**config.mk**
```make
export PLATFORM = sky130hd
export DESIGN_NAME = mem_access_unit
export DESIGN_NICKNAME = d
export VERILOG_FILES = /design/src/rtl/mem_access_unit.sv
export SDC_FILE = /design/constraint.sdc
export NUM_CORES = 1
export LEC_CHECK = 0
export CAP_MARGIN = 20
export CORE_MARGIN = 10
export CORE_UTILIZATION = 48
export DETAILED_ROUTE_END_ITERATION = 16
export GPL_ROUTABILITY_DRIVEN = 0
export PLACE_DENSITY_LB_ADDON = 0.08
export SYNTH_ARGS = -nofsm -noshare
export SYNTH_HDL_FRONTEND = slang
export SYNTH_SLANG_ARGS = --single-unit
```
**constraint.sdc**
```tcl
create_clock -name clk -period 3.3 [get_ports clk]
set_input_delay 0.66 -clock clk [delete_from_list [all_inputs] [get_ports clk]]
set_output_delay 0.66 -clock clk [all_outputs]
set_load 0.005 [all_outputs]
```
**src/rtl/mem_access_unit.sv**
```systemverilog
// Load/store unit between execute and data memory: byte strobes, lane shifting,
// load extension, two-beat split of word-crossing accesses and per-beat bus timeout.
module mem_access_unit #(
  parameter bit          ALLOW_MISALIGNED = 1'b1,
  parameter int unsigned TIMEOUT_CYCLES   = 255
) (
  input  logic        clk,
  input  logic        reset,
  input  logic        req_valid,
  output logic        req_ready,
  input  logic        req_we,
  input  logic [31:0] req_addr,
  input  logic [31:0] req_wdata,
  input  logic [2:0]  LoadType,
  input  logic [1:0]  StoreType,
  output logic        resp_valid,
  output logic [31:0] resp_rdata,
  output logic        resp_err,
  output logic        mem_req,
  output logic        mem_we,
  output logic [31:0] mem_addr,
  output logic [31:0] mem_wdata,
  output logic [3:0]  mem_wstrb,
  input  logic        mem_ack,
  input  logic [31:0] mem_rdata
);

  localparam int CW = $clog2(TIMEOUT_CYCLES + 1);

  typedef enum logic [1:0] {
    S_IDLE  = 2'd0,
    S_BEAT0 = 2'd1,
    S_BEAT1 = 2'd2,
    S_RESP  = 2'd3
  } state_e;

  // Access size in bytes; 0 marks an illegal encoding.
  function automatic logic [2:0] load_size(input logic [2:0] t);
    case (t)
      3'b000:  load_size = 3'd4;
      3'b010:  load_size = 3'd1;
      3'b001:  load_size = 3'd1;
      3'b101:  load_size = 3'd2;
      3'b100:  load_size = 3'd2;
      default: load_size = 3'd0;
    endcase
  endfunction

  function automatic logic [2:0] store_size(input logic [1:0] t);
    case (t)
      2'b00:   store_size = 3'd4;
      2'b01:   store_size = 3'd1;
      2'b10:   store_size = 3'd2;
      default: store_size = 3'd0;
    endcase
  endfunction

  function automatic logic [31:0] load_extend(input logic [2:0] t, input logic [31:0] raw);
    case (t)
      3'b000:  load_extend = raw;
      3'b010:  load_extend = {{24{raw[7]}}, raw[7:0]};
      3'b001:  load_extend = {24'd0, raw[7:0]};
      3'b101:  load_extend = {{16{raw[15]}}, raw[15:0]};
      3'b100:  load_extend = {16'd0, raw[15:0]};
      default: load_extend = 32'd0;
    endcase
  endfunction

  state_e        state_q, state_d;
  logic          we_q, we_d;
  logic [29:0]   addr_q, addr_d;
  logic [1:0]    off_q, off_d;
  logic [2:0]    ltype_q, ltype_d;
  logic          span_q, span_d;
  logic [63:0]   wd_q, wd_d;
  logic [7:0]    sb_q, sb_d;
  logic [31:0]   lo_q, lo_d;
  logic [CW-1:0] cnt_q, cnt_d;
  logic [31:0]   rdata_q, rdata_d;
  logic          err_q, err_d;

  logic [2:0]  req_size_s;
  logic        req_span_s, req_reject_s, accept_s;
  logic [31:0] req_masked_s;
  logic [3:0]  req_mask_s;
  logic [63:0] wd_s;
  logic [7:0]  sb_s;
  logic        in_beat_s, timeout_s, final_ack_s;
  logic [31:0] lo_s, hi_s, raw_s;

  // Request decode, store lane placement and load alignment
  always_comb begin
    req_size_s   = req_we ? store_size(StoreType) : load_size(LoadType);
    req_span_s   = (({1'b0, req_addr[1:0]} + req_size_s) > 3'd4);
    req_reject_s = (req_size_s == 3'd0) || (req_span_s && !ALLOW_MISALIGNED);
    accept_s     = req_valid & req_ready;
    case (req_size_s)
      3'd1:    begin req_masked_s = {24'd0, req_wdata[7:0]};  req_mask_s = 4'b0001; end
      3'd2:    begin req_masked_s = {16'd0, req_wdata[15:0]}; req_mask_s = 4'b0011; end
      default: begin req_masked_s = req_wdata;                req_mask_s = 4'b1111; end
    endcase
    wd_s        = {32'd0, req_masked_s} << {req_addr[1:0], 3'b000};
    sb_s        = {4'd0, req_mask_s} << req_addr[1:0];
    in_beat_s   = (state_q == S_BEAT0) || (state_q == S_BEAT1);
    timeout_s   = in_beat_s && !mem_ack && (cnt_q == CW'(TIMEOUT_CYCLES - 1));
    final_ack_s = mem_ack && (((state_q == S_BEAT0) && !span_q) || (state_q == S_BEAT1));
    lo_s        = (state_q == S_BEAT0) ? mem_rdata : lo_q;
    hi_s        = (state_q == S_BEAT1) ? mem_rdata : 32'd0;
    raw_s       = 32'({hi_s, lo_s} >> {off_q, 3'b000});
  end

  // State register
  always_ff @(posedge clk) begin
    if (reset) begin
      state_q <= S_IDLE;
    end else begin
      state_q <= state_d;
    end
  end

  // Next-state logic; an ack in the timeout cycle still completes the beat
  always_comb begin
    state_d = state_q;
    case (state_q)
      S_IDLE: begin
        if (accept_s) state_d = req_reject_s ? S_RESP : S_BEAT0;
        else          state_d = S_IDLE;
      end
      S_BEAT0: begin
        if (mem_ack)        state_d = span_q ? S_BEAT1 : S_RESP;
        else if (timeout_s) state_d = S_RESP;
        else                state_d = S_BEAT0;
      end
      S_BEAT1: begin
        if (mem_ack || timeout_s) state_d = S_RESP;
        else                      state_d = S_BEAT1;
      end
      S_RESP:  state_d = S_IDLE;
      default: state_d = S_IDLE;
    endcase
  end

  // Datapath next-state: request latch, beat counter, read capture, response
  always_comb begin
    we_d = we_q; addr_d = addr_q; off_d = off_q; ltype_d = ltype_q; span_d = span_q;
    wd_d = wd_q; sb_d = sb_q; lo_d = lo_q; cnt_d = cnt_q; rdata_d = rdata_q; err_d = err_q;
    if (accept_s) begin
      we_d    = req_we;
      addr_d  = req_addr[31:2];
      off_d   = req_addr[1:0];
      ltype_d = LoadType;
      span_d  = req_span_s;
      wd_d    = req_we ? wd_s : 64'd0;
      sb_d    = req_we ? sb_s : 8'd0;
      cnt_d   = '0;
      err_d   = req_reject_s;
      rdata_d = 32'd0;
    end else if (in_beat_s) begin
      if (mem_ack) begin
        cnt_d = '0;
        lo_d  = lo_s;
        if (final_ack_s) begin
          err_d   = 1'b0;
          rdata_d = we_q ? 32'd0 : load_extend(ltype_q, raw_s);
        end else begin
          err_d   = err_q;
          rdata_d = rdata_q;
        end
      end else if (timeout_s) begin
        cnt_d   = '0;
        err_d   = 1'b1;
        rdata_d = 32'd0;
      end else begin
        cnt_d = cnt_q + CW'(1);
      end
    end else begin
      cnt_d = '0;
    end
  end

  // Datapath registers
  always_ff @(posedge clk) begin
    if (reset) begin
      we_q <= 1'b0; addr_q <= 30'd0; off_q <= 2'd0; ltype_q <= 3'd0; span_q <= 1'b0;
      wd_q <= 64'd0; sb_q <= 8'd0; lo_q <= 32'd0; cnt_q <= '0; rdata_q <= 32'd0; err_q <= 1'b0;
    end else begin
      we_q <= we_d; addr_q <= addr_d; off_q <= off_d; ltype_q <= ltype_d; span_q <= span_d;
      wd_q <= wd_d; sb_q <= sb_d; lo_q <= lo_d; cnt_q <= cnt_d; rdata_q <= rdata_d; err_q <= err_d;
    end
  end

  // Outputs decoded from state; the second beat addresses the next word with 32-bit wrap
  always_comb begin
    req_ready  = (state_q == S_IDLE) && !reset;
    mem_req    = in_beat_s;
    mem_we     = in_beat_s && we_q;
    mem_addr   = {addr_q + ((state_q == S_BEAT1) ? 30'd1 : 30'd0), 2'b00};
    if (in_beat_s && we_q) begin
      if (state_q == S_BEAT1) begin
        mem_wdata = wd_q[63:32];
        mem_wstrb = sb_q[7:4];
      end else begin
        mem_wdata = wd_q[31:0];
        mem_wstrb = sb_q[3:0];
      end
    end else begin
      mem_wdata = 32'd0;
      mem_wstrb = 4'b0000;
    end
    resp_valid = (state_q == S_RESP);
    resp_err   = (state_q == S_RESP) && err_q;
    resp_rdata = (state_q == S_RESP) ? rdata_q : 32'd0;
  end

endmodule

```
After elaboration in Yosys (flattened, before gate mapping). Index checks and enable logic that the tools add are counted.

$add $sub $neg: 3. Order comparisons: 1. Equality and inequality tests: 18. Shift operators: 3. Mux-type cells: 32. Bitwise logic cells: 3. Reduce and logical (&&, ||, !) cells: 28.

Operators with widths (count): $mux W32 (9); $pmux W32 S5 (1); $mux W64 (1); $pmux W32 S2 (1); $shl A32 B5 Y64 (1); $shr A64 B5 Y32 (1); $add A30 B1 Y30 (1); $pmux W3 S3 (2); $eq A3 B3 Y1 const B (4); $eq A3 B1 Y1 const B (3); $eq A3 B2 Y1 const B (3); $logic_not A3 Y1 (3); $reduce_and A3 Y1 (3); $add A8 B1 Y8 const B (1); $eq A8 B8 Y1 const B (1); $mux W1 (8); $mux W2 (4); $mux W4 (2); $mux W8 (1); $pmux W2 S4 (1); $pmux W4 S2 (1); $shl A4 B2 Y8 (1); $logic_and A1 B1 Y1 (7); $eq A2 B2 Y1 const B (3); other kinds (15) (25).

Register bits after elaboration: 184.

Depth between registers and ports, before layout. Gate-level depths: netlist (run 1).

Depth after elaboration: 8. Mapped depth: 9.

Worst setup path before layout (run 1). OpenSTA, ideal clock, no wires.

Kind: register -> output. Start point: register state_q[0]. End point: output port mem_addr[24]. Arrival: 1.927 ns. Data required time: 2.640 ns. Path slack: 0.713 ns. Stages on the path, launching flop included: 9. Path through: dfxtp_1 -> inv_1 -> ha_1 -> ha_1 -> ha_1 -> nand2_1 -> or3_1 -> nor3_1 -> xor2_1.

Longest elaborated chain between the ends: 3.

Ends and longest elaborated chain: from (decl) (line 69) `state_e state_q, state_d;`; from (signal assigned) (line 117) `state_q <= state_d;`; $eq A2 B2 Y1 (line 197) `mem_addr = {addr_q + ((state_q == S_BEAT1) ? 30'd1 : 30'd0), 2'b00};`; $mux W1 (line 197); $add A30 B1 Y30 (line 197); to (decl) (line 21) `output logic [31:0] mem_addr,`.

No other way between the ends.

Worst setup path after layout (run 1).
Start point: register state_q[1]. End point: output port mem_wdata[3].

Longest elaborated chain between the ends: 4. Elaborated cells between the ends (all ways): 6.

Ends and longest elaborated chain: $eq A2 B1 Y1 or $eq A2 B2 Y1 (tied branches) (line 104, 199); $logic_or A1 B1 Y1 (line 104) `in_beat_s = (state_q == S_BEAT0) || (state_q == S_BEAT1);`; $logic_and A1 B1 Y1 (line 198) `if (in_beat_s && we_q) begin`; $mux W32 (*) (line 198); to (decl) (line 22) `output logic [31:0] mem_wdata,`.

Mark *: on every way between the ends. The rest lies on a longest branch, timed or not.

==> key figures, run 1 <==
Status
  – Status: completed

Synth
  – Cell accounting for the most synthesized area: dfxtp_1
  – Yosys warns: 0
  – XOR/XNOR Fraction of Synth Area: 3.66%
  – Post-synthesis adder-cell area fraction: 1.59%
  – Yosys top cell area share: 38.5%
  – Main flop type after synthesis: dfxtp_1
  – Syn Area/Cell: 8.28 um^2
  – Post-synthesis cell type count: 61
  – Cells after Synth: 1099
  – Most common cell in the synthesized netlist: nand2_1
  – Post-Synth Simple-Gate Area: 21.5%
  – Post-synth EDFFs: 0
  – Async set or reset register ratio after synthesis: 0%
  – Synth cell count leaders: 235 x nand2_1, 175 x dfxtp_1, 109 x a21oi_1, 82 x mux2i_1, 70 x nor2_1
  – Combinational family with the most area after synthesis: simple AND/OR/NAND/NOR gates
  – Post-Syn Area: 9100 um^2
  – Mux cell area share after synthesis: 11.8%
  – #FFs+latches synth: 175
  – Area contributors post-synth: dfxtp_1 38%, nand2_1 9.7%, mux2i_1 9.0%, a21oi_1 6.0%, and2_1 3.6%
  – Post-synthesis compound-gate area fraction: 18.8%
  – Seq/Total Area, Yosys: 38.5%

Routing
  – DR vias: 8671
  – Antenna-violating nets left: 0
  – TritonRoute pass-1 iters: 5
  – Vias per inst: 5.67
  – Detailed Route WL: 28900 um
  – DRC viols: 0
  – Drt initial violations: 649
  – Drt wl/cell: 18.9 um

Worst setup path
  – Largest stage delay on the critical path: 0.55 ns
  – Critical path required time: 2.64 ns
  – Cell family with most CP delay: buffers and inverters
  – CP endpoint kind: output pin
  – Critical Path, Cell by Cell: inv_1 -> ha_2 -> nand2_1 -> buf_4 -> nor2_1 -> clkdlybuf4s50_1
  – Buf/Inv on CP: 3
  – CP max stage cell: clkdlybuf4s50_1
  – Crit-path max FO: 28
  – Data arrival, critical path: 2.53 ns
  – Setup CP Type: reg -> out
  – Crit start category: flip-flop

Timing
  – Setup WS post-layout: 0.113 ns
  – Tcrit/Tclk final: 96.6%
  – Setup Viol. Count Final: 0
  – Tmin final: 3.19 ns
  – F_max: 314 MHz
  – Worst-margin pin slew: 0.749 ns
  – Slew headroom: 49.9%
  – Max Slew Vio Count: 0
  – RSZ-0062 raised after global routing: false
  – Clock Skew: 0.00838 ns
  – Fin. Hold Viols: 0

Floorplanning
  – Core ar.: 18700 um^2
  – Die area: 24900 um^2
  – Row count: 50
  – Initial core utilization: 48.6%
  – Die H: 158 um
  – IO Pins: 211
  – DIE WIDTH: 158 um

Final layout
  – N_diodes: 0
  – Fill cell count: 1645
  – Final #Nets: 1401
  – Final core utilization: 64.7%
  – Share of layout cells above drive strength 1: 8.41%
  – Synth-to-Final Area Change: 33.0%

Global routing
  – First-pass GRT wire length: 45200 um
  – Largest net degree at the start of global routing: 64
  – Grt ovf: 0
  – Number of global-route vias before repair: 8203
  – Initial antenna violation count: 0
  – Total global routing track utilization: 22.7%

Clock tree
  – Total CTS buffers: 17
  – Num Clock Sinks: 175
  – CTS tree: built
  – Clk pin slew, worst setup/hold paths: 0.07 ns
  – H-tree Lvls: 4
  – Clk_lat worst skew: 0.44 ns
  – Root buffer cell: clkbuf_16
  – CTS Hold Buffers Added: 0
  – Clock buffer depth: 2

Placed design
  – Worst slack, placed: 0.125 ns
  – Number of port buffers: 208
  – HPWL Detailed: 21100 um

Min path
  – Tightest Hold Check Type: reg -> reg

Power
  – Leak: 4.48 nW
  – Peak VDD IR: 388 uV
  – PD cells: 554 nW/um^2

Flow run
  – Max-cap viol count: 0
[through the flow]
step                      total power, mW  cell area [um^2]  setup TNS [ns]  hold WS, ns  cells
after floorplan                      3.81              9100               0        0.417   1100
after global placement               4.61             11400               0        0.428   1498
after detailed placement             4.63             11400               0        0.433   1498
after CTS                            6.70             12100        -0.00811        0.448   1529
after global routing                 7.02             12100               0        0.453   1530
final                                6.71             12100               0        0.445   1530
[registers in the layout (all words and copies together) (netlist names)]
signal / cells
addr_q: 30
cnt_q: 8
err_q: 1
lo_q: 32
ltype_q: 3
off_q: 2
rdata_q: 32
sb_q: 7
span_q: 1
state_q: 2
wd_q: 56
we_q: 1
[timing repair]
item	4_1_cts	5_1_grt
cloned	0	0
setup buffers	0	1
pin swaps	0	3
gates resized for setup	15	14
endpoints found under the setup margin	26	15
[power breakdown]
group | switching [mW] | total [mW] | internal [mW]
Clock | 0.918 | 2.07 | 1.15
Sequential | 0.158 | 2.44 | 2.28
Combinational | 1.25 | 2.20 | 0.947
[area by class of cell]
class	instances	area, um^2	share of cell area (%)
Clock inverter	13	154	1.27
Sequential cell	175	3510	29.0
Inverter	14	52.6	0.434
Clock buffer	18	439	3.63
Tap cell	234	293	2.42
Multi-Input combinational cell	837	5340	44.1
Timing Repair Buffer	239	2320	19.2
[per-layer routing]
layer  GRT usage (%)  vias up  routed length (um)
met5               0        -                   0
met4            5.43        0                 360
met3            6.16       25                2830
met2            33.7      365               12600
met1            31.7     4064               13100
li1                -     4217                   -
[worst paths after layout]
check	from	endpoint	slack [ns]	depth (start not counted)
setup reg to reg	state_q[0]	rdata_q[26]	0.72	8
hold reg to reg	rdata_q[6]	rdata_q[6]	0.44	2
setup / recovery	state_q[1]	mem_wdata[3]	0.11	6
hold / removal	rdata_q[6]	rdata_q[6]	0.44	2
[kinds of logic after synthesis]
group,Yosys count
mux,94
fa+ha+maj,11
other cells,1
compound gates,257
xor+xnor,38
simple gates,435
buf+inv,88
flops,175
[placed cells by master (no fill, tap or decap), types with 4 or more instances in the layout]
cell type	synthesis	final
a221o_1	8	8
dfxtp_1	175	172
buf_4	2	29
a211o_1	8	8
a31oi_1	8	8
clkdlybuf4s50_1	0	203
nand2b_1	10	10
nand4_1	12	12
nor2_1	70	66
o221ai_1	9	9
xnor2_1	28	27
a222oi_1	8	8
nor2_2	1	4
nor3_1	6	4
xor2_1	10	10
a22o_1	30	30
mux4_2	10	10
ha_1	10	5
nand2_1	235	234
clkbuf_16	0	17
nand3_1	19	19
o211ai_1	9	9
a211oi_1	6	6
and3_1	11	10
o22ai_1	8	8
a21oi_1	109	107
and2_1	53	53
mux2i_1	82	82
o21ai_0	31	31
o22a_1	6	6
inv_1	13	12
[worst min-delay path, delay by kind of cell, from the launching register on]
| family | cells | cell delay, ns |
|---|---|---|
| AOI/OAI and AO/OA | 1 | 0.05 |
| DFF | 1 | 0.32 |
| and+or+nand+nor | 1 | 0.04 |
Power figures use the tool's default switching activity.
==> run 2, diff against run 1 <==
--- a/config.mk
+++ b/config.mk
@@ -6,8 +6,10 @@
 export NUM_CORES = 1
 export LEC_CHECK = 0
 export CAP_MARGIN = 20
+export CELL_PAD_IN_SITES_DETAIL_PLACEMENT = 1
+export CELL_PAD_IN_SITES_GLOBAL_PLACEMENT = 2
 export CORE_MARGIN = 10
-export CORE_UTILIZATION = 48
+export CORE_UTILIZATION = 29
 export DETAILED_ROUTE_END_ITERATION = 16
 export GPL_ROUTABILITY_DRIVEN = 0
 export PLACE_DENSITY_LB_ADDON = 0.08
==> run 2 against run 1 <==
- sequential share of layout area fell by 0.60 points
- die area is 56% higher
- via count up 0.25%
- worst hold slack about the same
- first-iteration DRC count shrank 9.9%
- sequential power hardly changed
- clock power is 2% lower
- combinational power rose by 3%
- maximum frequency up 0.77%
==> key figures, run 2 (synthesis results as in run 1) <==
Clock tree
  – CTS Hold Buffers Added: 0 (unchanged)
  – Root buffer cell: clkbuf_16
  – Num Clock Sinks: 175 (unchanged)
  – Clk pin slew, worst setup/hold paths: 0.07 ns (about the same)
  – H-tree Lvls: 4 (unchanged)
  – CTS tree: built
  – Clk_lat worst skew: 0.44 ns (about the same)
  – Clock buffer depth: 2 (unchanged)
  – Total CTS buffers: 17 (unchanged)

Floorplanning
  – Die H: 197 um (+25%)
  – DIE WIDTH: 197 um (+25%)
  – Core ar.: 30700 um^2 (+64%)
  – IO Pins: 211 (unchanged)
  – Initial core utilization: 29.6% (-19 points)
  – Row count: 64 (+28%)
  – Die area: 38900 um^2 (+56%)

Worst setup path
  – Critical path startpoint: state_q[0]
  – Crit start category: flip-flop
  – Data arrival, critical path: 2.50 ns (-0.03 ns)
  – Reg2Reg Launch Point: state_q[1]
  – CP max stage cell: clkdlybuf4s50_1
  – CP endpoint kind: output pin
  – Crit-path max FO: 51 (+82%)
  – Critical Path, Cell by Cell: inv_1 -> ha_2 -> buf_6 -> mux2i_1 -> nor2_1 -> clkdlybuf4s50_1
  – Largest stage delay on the critical path: 0.55 ns (about the same)
  – Critical path required time: 2.64 ns (about the same)
  – Setup CP Type: reg -> out

Timing
  – Fin. Hold Viols: 0 (unchanged)
  – Tcrit/Tclk final: 95.9% (-0.74 points)
  – Slew headroom: 48.6% (-1.4 points)
  – RSZ-0062 raised after global routing: false
  – Max Slew Vio Count: 0 (unchanged)
  – F_max: 316 MHz (+0.77%)
  – Worst-margin pin slew: 0.769 ns (+0.0199 ns)
  – Worst hold slack: 0.445 ns (+0.000452 ns)
  – Tmin final: 3.16 ns (-0.0243 ns)
  – TNS Setup: 0 ns (unchanged)
  – Setup WS post-layout: 0.137 ns (+0.0243 ns)
  – Setup Viol. Count Final: 0 (unchanged)
  – Clock Skew: 0.0132 ns (+0.00478 ns)

Routing
  – DR vias: 8693 (+0.25%)
  – Antenna-violating nets left: 0 (unchanged)
  – TritonRoute pass-1 iters: 6 (+1)
  – Drt wl/cell: 20.7 um (+9.4%)
  – Drt initial violations: 585 (-9.9%)
  – DRC viols: 0 (unchanged)
  – Detailed Route WL: 35300 um (+22%)
  – Vias per inst: 5.10 (-10%)

Global routing
  – Number of global-route vias before repair: 8881 (+8.3%)
  – Initial antenna violation count: 2 (+2)
  – Grt ovf: 0 (unchanged)
  – Largest net degree at the start of global routing: 52 (-19%)
  – First-pass GRT wire length: 54000 um (+19%)
  – Total global routing track utilization: 17.7% (-5.0 points)
  – GRT busiest layer: met2
  – Met1 Use GR: 24.1% (-7.6 points)
  – Global-route track usage on met3: 5.25% (-0.91 points)
  – M2 GR Usage: 27.2% (-6.5 points)

Final layout
  – Final core utilization: 40.2% (-25 points)
  – Largest register by flop count: wd_q
  – Synth-to-Final Area Change: 35.7%
  – Commonest non-fill, non-tap cell in the layout: nand2_1
  – Final instance area: 12300 um^2 (+2.0%)
  – Share of layout cells above drive strength 1: 8.65% (+0.24 points)
  – Commonest cells after routing, fill and taps aside: 235 x nand2_1, 192 x clkdlybuf4s50_1, 175 x dfxtp_1, 107 x a21oi_1, 82 x mux2i_1
  – Max reg flops: 56 (unchanged)
  – Biggest regs: wd_q x56, lo_q x32, rdata_q x32
  – Post-Layout Cell Count: 1705 (+11%)
  – Final #Nets: 1411 (+0.71%)

Power
  – Clock share of power: 30.2% (-0.6 points)
  – Sw Pwr: 2.43 mW (+4.2%)
  – Sequential share of power: 36.1% (-0.3 points)
  – Final Total Pwr: 6.72 mW (+0.20%)
  – Comb pwr share: 33.7% (+0.9 points)
  – PD cells: 544 nW/um^2 (-1.8%)
  – P_int: 4.29 mW (-1.9%)
  – Switch share: 36.1% (+1.4 points)
  – Leak: 4.65 nW (+3.8%)
  – Peak VDD IR: 314 uV (-19%)

Flow run
  – Max-cap viol count: 0 (unchanged)

Min path
  – HP Start: rdata_q[5]
  – Tightest Hold Check Type: reg -> reg

Placed design
  – Number of port buffers: 208 (unchanged)
  – Worst slack, placed: 0.218 ns (+0.0936 ns)
  – HPWL Detailed: 26200 um (+24%)
  – Cell area after placement: 11700 um^2 (+2.4%)
  – Placed Instances: 1670 (+11%)

Status
  – Status: completed
run 2: path summary, 6_finish.rpt:
path,slack (ns),endpoint,cells after the start
max reg2reg,0.72,rdata_q[14],8
min reg2reg,0.45,rdata_q[5],2
max,0.14,mem_wdata[1],6
min,0.45,rdata_q[5],2
run 2: final cells by class:
class | count | area (um^2)
Clock buffer | 19 | 443
Timing Repair Buffer | 249 | 2420
Tap cell | 396 | 495
Sequential cell | 175 | 3500
Antenna cell | 2 | 5.00
Inverter | 14 | 52.6
Multi-Input combinational cell | 837 | 5300
Clock inverter | 13 | 128
Fill cell | 3620 | 18400
run 2: layer usage:
layer / wire, um / share of wire [%]
met3: 2740 / 7.8
met5: 17 / 0.048
met1: 16900 / 48
met4: 199 / 0.56
met2: 15500 / 44
run 2: timing repair:
| action | 4_1_cts | 5_1_grt |
|---|---|---|
| endpoints found under the hold margin | 0 | 0 |
| buffers inserted | 0 | 1 |
| resized for setup | 16 | 17 |
| endpoints found under the setup margin | 34 | 30 |
run 2: power by group through the flow:
| stage | combinational [mW] | sequential, mW | clock, mW |
|---|---|---|---|
| 2_1_floorplan | 1.38 | 2.43 | 0 |
| 3_3_place_gp | 2.26 | 2.47 | 0 |
| 3_5_place_dp | 2.28 | 2.48 | 0 |
| 4_1_cts | 2.29 | 2.43 | 2.08 |
| 5_1_grt | 2.47 | 2.45 | 2.17 |
| 6_report | 2.27 | 2.43 | 2.03 |
run 2: worst max-delay path: cells and delay by family, from the launching register on:
kind	cells	cell delay, ns
simple gates	1	0.19
fa+ha+maj	1	0.21
mux	1	0.17
buf+inv	3	1.12
flops	1	0.33
